`src/rtl/const_div_seq.sv`:
```
// Radix-2^K sequential divide by constant D: N=W/K RUN cycles, result valid N cycles after accept.
// Backpressure: result held in DONE until out_ready; in_ready only in IDLE (one op per N+2 cycles).
module const_div_seq #(
  parameter int W = 16,
  parameter int D = 23,
  parameter int K = 4
) (
  input  logic                  clk,
  input  logic                  rst_n,
  input  logic                  in_valid,
  output logic                  in_ready,
  input  logic [W-1:0]          in_x,
  output logic                  out_valid,
  input  logic                  out_ready,
  output logic [W-1:0]          out_q,
  output logic [$clog2(D)-1:0]  out_r,
  output logic                  busy
);

  localparam int RW = $clog2(D);
  localparam int N  = W / K;
  localparam int TW = RW + K;
  localparam int CW = (N > 1) ? $clog2(N) : 1;
  localparam logic [TW-1:0] DIV = TW'(D);

  if ((K < 1) || (K > W) || ((W % K) != 0) || (D < 2)) begin : g_param_check
    $fatal(1, "const_div_seq: illegal W/K/D combination");
  end

  typedef enum logic [1:0] {IDLE, RUN, DONE} state_t;

  state_t          state_q, state_d;
  logic [W-1:0]    xs_q, xs_d;
  logic [RW-1:0]   r_q, r_d;
  logic [W-1:0]    acc_q, acc_d;
  logic [CW-1:0]   cnt_q, cnt_d;
  logic [W-1:0]    quot_q, quot_d;
  logic [RW-1:0]   rem_q, rem_d;

  logic [TW-1:0]   t;
  logic [K-1:0]    digit;
  logic [RW-1:0]   r_step;
  logic [W-1:0]    acc_step;

  // t < D*2^K because r_q < D, so the digit always fits in K bits.
  always_comb begin
    t        = {r_q, xs_q[W-1 -: K]};
    digit    = K'(t / DIV);
    r_step   = RW'(t % DIV);
    acc_step = W'({acc_q, digit});
  end

  always_comb begin
    state_d = state_q;
    xs_d    = xs_q;
    r_d     = r_q;
    acc_d   = acc_q;
    cnt_d   = cnt_q;
    quot_d  = quot_q;
    rem_d   = rem_q;
    case (state_q)
      IDLE: begin
        if (in_valid) begin
          xs_d    = in_x;
          r_d     = '0;
          acc_d   = '0;
          cnt_d   = CW'(N - 1);
          state_d = RUN;
        end
      end
      RUN: begin
        xs_d  = W'({xs_q, {K{1'b0}}});
        r_d   = r_step;
        acc_d = acc_step;
        if (cnt_q == '0) begin
          quot_d  = acc_step;
          rem_d   = r_step;
          state_d = DONE;
        end else begin
          cnt_d = cnt_q - CW'(1);
        end
      end
      DONE: begin
        if (out_ready) state_d = IDLE;
      end
      default: state_d = IDLE;
    endcase
  end

  always_ff @(posedge clk or negedge rst_n) begin
    if (!rst_n) begin
      state_q <= IDLE;
      xs_q    <= '0;
      r_q     <= '0;
      acc_q   <= '0;
      cnt_q   <= '0;
      quot_q  <= '0;
      rem_q   <= '0;
    end else begin
      state_q <= state_d;
      xs_q    <= xs_d;
      r_q     <= r_d;
      acc_q   <= acc_d;
      cnt_q   <= cnt_d;
      quot_q  <= quot_d;
      rem_q   <= rem_d;
    end
  end

  assign in_ready  = (state_q == IDLE);
  assign out_valid = (state_q == DONE);
  assign busy      = (state_q != IDLE);
  assign out_q     = quot_q;
  assign out_r     = rem_q;

endmodule

```
`config.mk`:
```
export PLATFORM = sky130hd
export DESIGN_NAME = const_div_seq
export DESIGN_NICKNAME = d
export VERILOG_FILES = /design/src/rtl/const_div_seq.sv
export SDC_FILE = /design/constraint.sdc
export NUM_CORES = 1
export LEC_CHECK = 0
export ABC_CLOCK_PERIOD_IN_PS = 5100
export BUFFER_PORTS_ARGS = -buffer_cell sky130_fd_sc_hd__buf_2
export CAP_MARGIN = 20
export CORE_MARGIN = 3
export CORE_UTILIZATION = 32
export CTS_BUF_LIST = sky130_fd_sc_hd__clkbuf_8
export CTS_CLUSTER_SIZE = 12
export DETAILED_ROUTE_END_ITERATION = 6
export SETUP_SLACK_MARGIN = 0.4
export SYNTH_ARGS = -nofsm -noshare
export SYNTH_HDL_FRONTEND = slang
export SYNTH_SLANG_ARGS = --single-unit
```
`constraint.sdc`:
```
create_clock -name clk -period 5.1 [get_ports clk]
set_input_delay 0.765 -clock clk [delete_from_list [all_inputs] [get_ports clk]]
set_output_delay 0.765 -clock clk [all_outputs]
set_load 0.02 [all_outputs]
```
==> flow_summary_export.csv <==
group,metric,value,unit
status,outcome,"complete, no violations",
finish,multiInputGateArea,1860,sq um
timing,max_slew_margin,51.1,%
timing,setup_ws,0.881,ns
critical_path,cp_cell_sequence,"o21ai_0 -> a221oi_1 -> o21ai_1 -> a22oi_4 -> a211oi_4 -> o21ai_4 -> nand2_1 -> o21ai_0 -> inv_1 -> ha_1 -> nand2_1 -> o22ai_1 -> a211oi_2 -> and3b_1 -> o211ai_1 -> a32o_1",
floorplan,start_util,33.4,%
critical_path,slowest_stage,"dfrtp_1",
placement,dp_slack,0.817,ns
global_route,grt_pass1_vias,2799,
timing,rsz0062_at_grt,"no",
finish,drive_above_1_share,24.0,%
global_route,track_usage,13.3,%
clocking,worstSkewPairLatency,0.33,ns
timing,period_minus_slack,4.22,ns
finish,antenna_cells,0,
synth,yosysSeqAreaShare,41.4,%
drt,vias,2797,
clocking,path_clk_slew,0.07,ns
finish,syn_to_final_growth,13.7,%
clocking,clock_path_buffers,2,
finish,seq_area,1450,sq um
synth,synth_cells,360,
drt,drt_iter0_drc,211,
drt,viasPerCell,5.26,
drt,drc,0,
synth,ys_warn_count,0,
synth,synth-edff-count,0,
critical_path,slowest_delay,0.78,ns
synth,avgSynthCellArea,9.74,sq um
clocking,htreeDepth,3,
hold_path,min_path_type,"register to register",
critical_path,cp-start-kind,"register",
drt,drtAntennaViolNets,0,
clocking,cts_inserted_buffers,9,
drt,drt-total-wl,7820,microns
finish,final_nets,414,
clocking,clockRootBuffer,"clkbuf_8",
floorplan,die_x,111,microns
placement,globalplace.congestion,0.898,
timing,finalSetupTns,0,ns
global_route,antenna_found_initial,0,
synth,ys_ff_latch,58,
floorplan,die_y,111,microns
timing,fmax,237,MHz
synth,synthFlopType,"dfrtp_1",
critical_path,endpoint_kind,"register",
drt,dr.pass1.iters,5,
synth,synth_top_area_share,41.4,%
floorplan,die_area,12200,sq um
synth,yosysTopAreaCell,"dfrtp_1",
global_route,grt_pass1_wl,13600,microns
timing,finalClockSkew,0.00496,ns
floorplan,rows,37,
clocking,cts_tree,"built",
timing,finalHoldViolations,0,
critical_path,setup.worst_path.class,"register to register",
timing,whs,0.480,ns
placement,io_buffer_count,43,
timing,slew_violations,0,
floorplan,io_pins,44,
finish,post-route-util,37.9,%
timing,setup_viol,0,
synth,syn_nets,383,
synth,synth_area,3510,sq um
synth,async_flop_share,100,%
finish,fillers,1040,
floorplan,coreArea,10500,sq um
global_route,grt_max_degree,59,
synth,synth.distinct_cells,69,
critical_path,cp.arrival,4.44,ns
finish,final_common_cell,"dfrtp_1",
clocking,clock_sinks,58,
finish,layout_common_cells,"56 x dfrtp_1, 43 x buf_2, 37 x nand2_1, 37 x o21ai_0, 19 x mux2i_1",
critical_path,critPathRequiredTime,5.32,ns
timing,period_share,82.7,%
synth,synth_area_leaders,"dfrtp_1 41%, mux2i_1 5.4%, o21ai_0 5.3%, mux2_2 4.8%, nand2_1 4.0%",
critical_path,critPathMaxFanout,21,
placement,dp_hpwl,5460,microns
drt,wire_per_inst,14.7,microns
global_route,grt.overflow.total,0,
run,max_cap_viol_count,0,
timing,worstMarginPinSlew,0.730,ns
-- path summary, 6_finish.rpt --
path | slack (ns) | start | endpoint | cells past startpoint
worst min register to register | 0.48 | xs_q[5] | xs_q[5] | 2
max in group asynchronous | 4.01 | rst_n | r_q[3] | 2
worst max register to register | 0.88 | r_q[2] | r_q[0] | 16
worst min-delay path | 0.48 | xs_q[5] | xs_q[5] | 2
min in group asynchronous | 0.58 | rst_n | acc_q[4] | 2
worst max-delay path | 0.88 | r_q[2] | r_q[0] | 16
-- stage by stage --
step	cell area, sq um	cells
2_1_floorplan	3510	360
3_3_place_gp	3760	516
3_5_place_dp	3760	516
4_1_cts	3980	532
5_1_grt	3990	532
6_report	3990	532
-- Yosys cell counts, types with 2 or more instances --
| cell type | instances |
|---|---|
| dfrtp_1 | 58 |
| nand2_1 | 37 |
| o21ai_0 | 37 |
| mux2i_1 | 19 |
| mux2_2 | 15 |
| nor2_1 | 15 |
| a22o_1 | 12 |
| inv_1 | 12 |
| a21oi_1 | 11 |
| clkbuf_1 | 11 |
| nor2b_1 | 8 |
| nand2b_1 | 7 |
| nand3_1 | 7 |
| buf_4 | 6 |
| nor3_1 | 6 |
| o211ai_1 | 6 |
| a21o_1 | 5 |
| and2_1 | 5 |
| buf_2 | 5 |
| o22ai_1 | 5 |
| a21boi_0 | 4 |
| buf_6 | 4 |
| nand3b_1 | 4 |
| o211a_1 | 4 |
| and3_1 | 3 |
| ha_1 | 3 |
| xor2_1 | 3 |
| a211oi_1 | 2 |
| a221oi_1 | 2 |
| a311oi_1 | 2 |
| a31oi_1 | 2 |
| o21a_1 | 2 |
| o21ai_1 | 2 |
-- metal layers --
metal  global-route usage, %  vias up  wire length [microns]  share of wire (%)
met5                       0        -                      0                  0
met4                    5.67        0                    149                1.9
met3                    2.84       13                    304                3.9
met2                    21.6       63                   3720                 48
met1                    17.2     1345                   3650                 47
li1                        -     1376                      -                  -
-- final cells by class --
cell class	instances	area share, %
flip-flops and latches	58	36.5
repair buffers	46	5.97
clock inverters	6	2.04
clock buffers	10	3.45
well taps	136	4.27
inverters	12	1.13
multi-input cells	264	46.7
-- registers in the layout (all words and copies together), names as in the netlist --
register,cells
acc_q,12
cnt_q,2
out_q,16
out_r,5
r_q,5
state_q,2
xs_q,16
-- what timing repair did --
action	CTS	global route
hold buffers	0	0
endpoints found under the setup margin	0	3
resized for setup	0	2
setup buffers	0	0
-- logic make-up (layout without fill, tap and decap cells) --
kind of cell	Yosys count	in the layout	share of synthesized area (%)
AOI/OAI and AO/OA	115	115	24.3
and+or+nand+nor	108	108	16.1
DFF	58	58	41.4
buffers and inverters	38	74	5.75
muxes	35	35	10.7
adders and majority gates	3	3	1.07
xor gates and xnor gates	3	3	0.750
-- worst max-delay path: cells and delay by family, from the launching register on --
family	cells	cell delay (ns)
AO/OA/AOI/OAI	11	2.59
flip-flops	1	0.78
AND/OR/NAND/NOR	3	0.43
adder cells (fa/ha/maj)	1	0.23
buffers and inverters	1	0.08
Power is not shown: default switching activity piles up to over one toggle a cycle in this logic, so the estimate is an artifact.
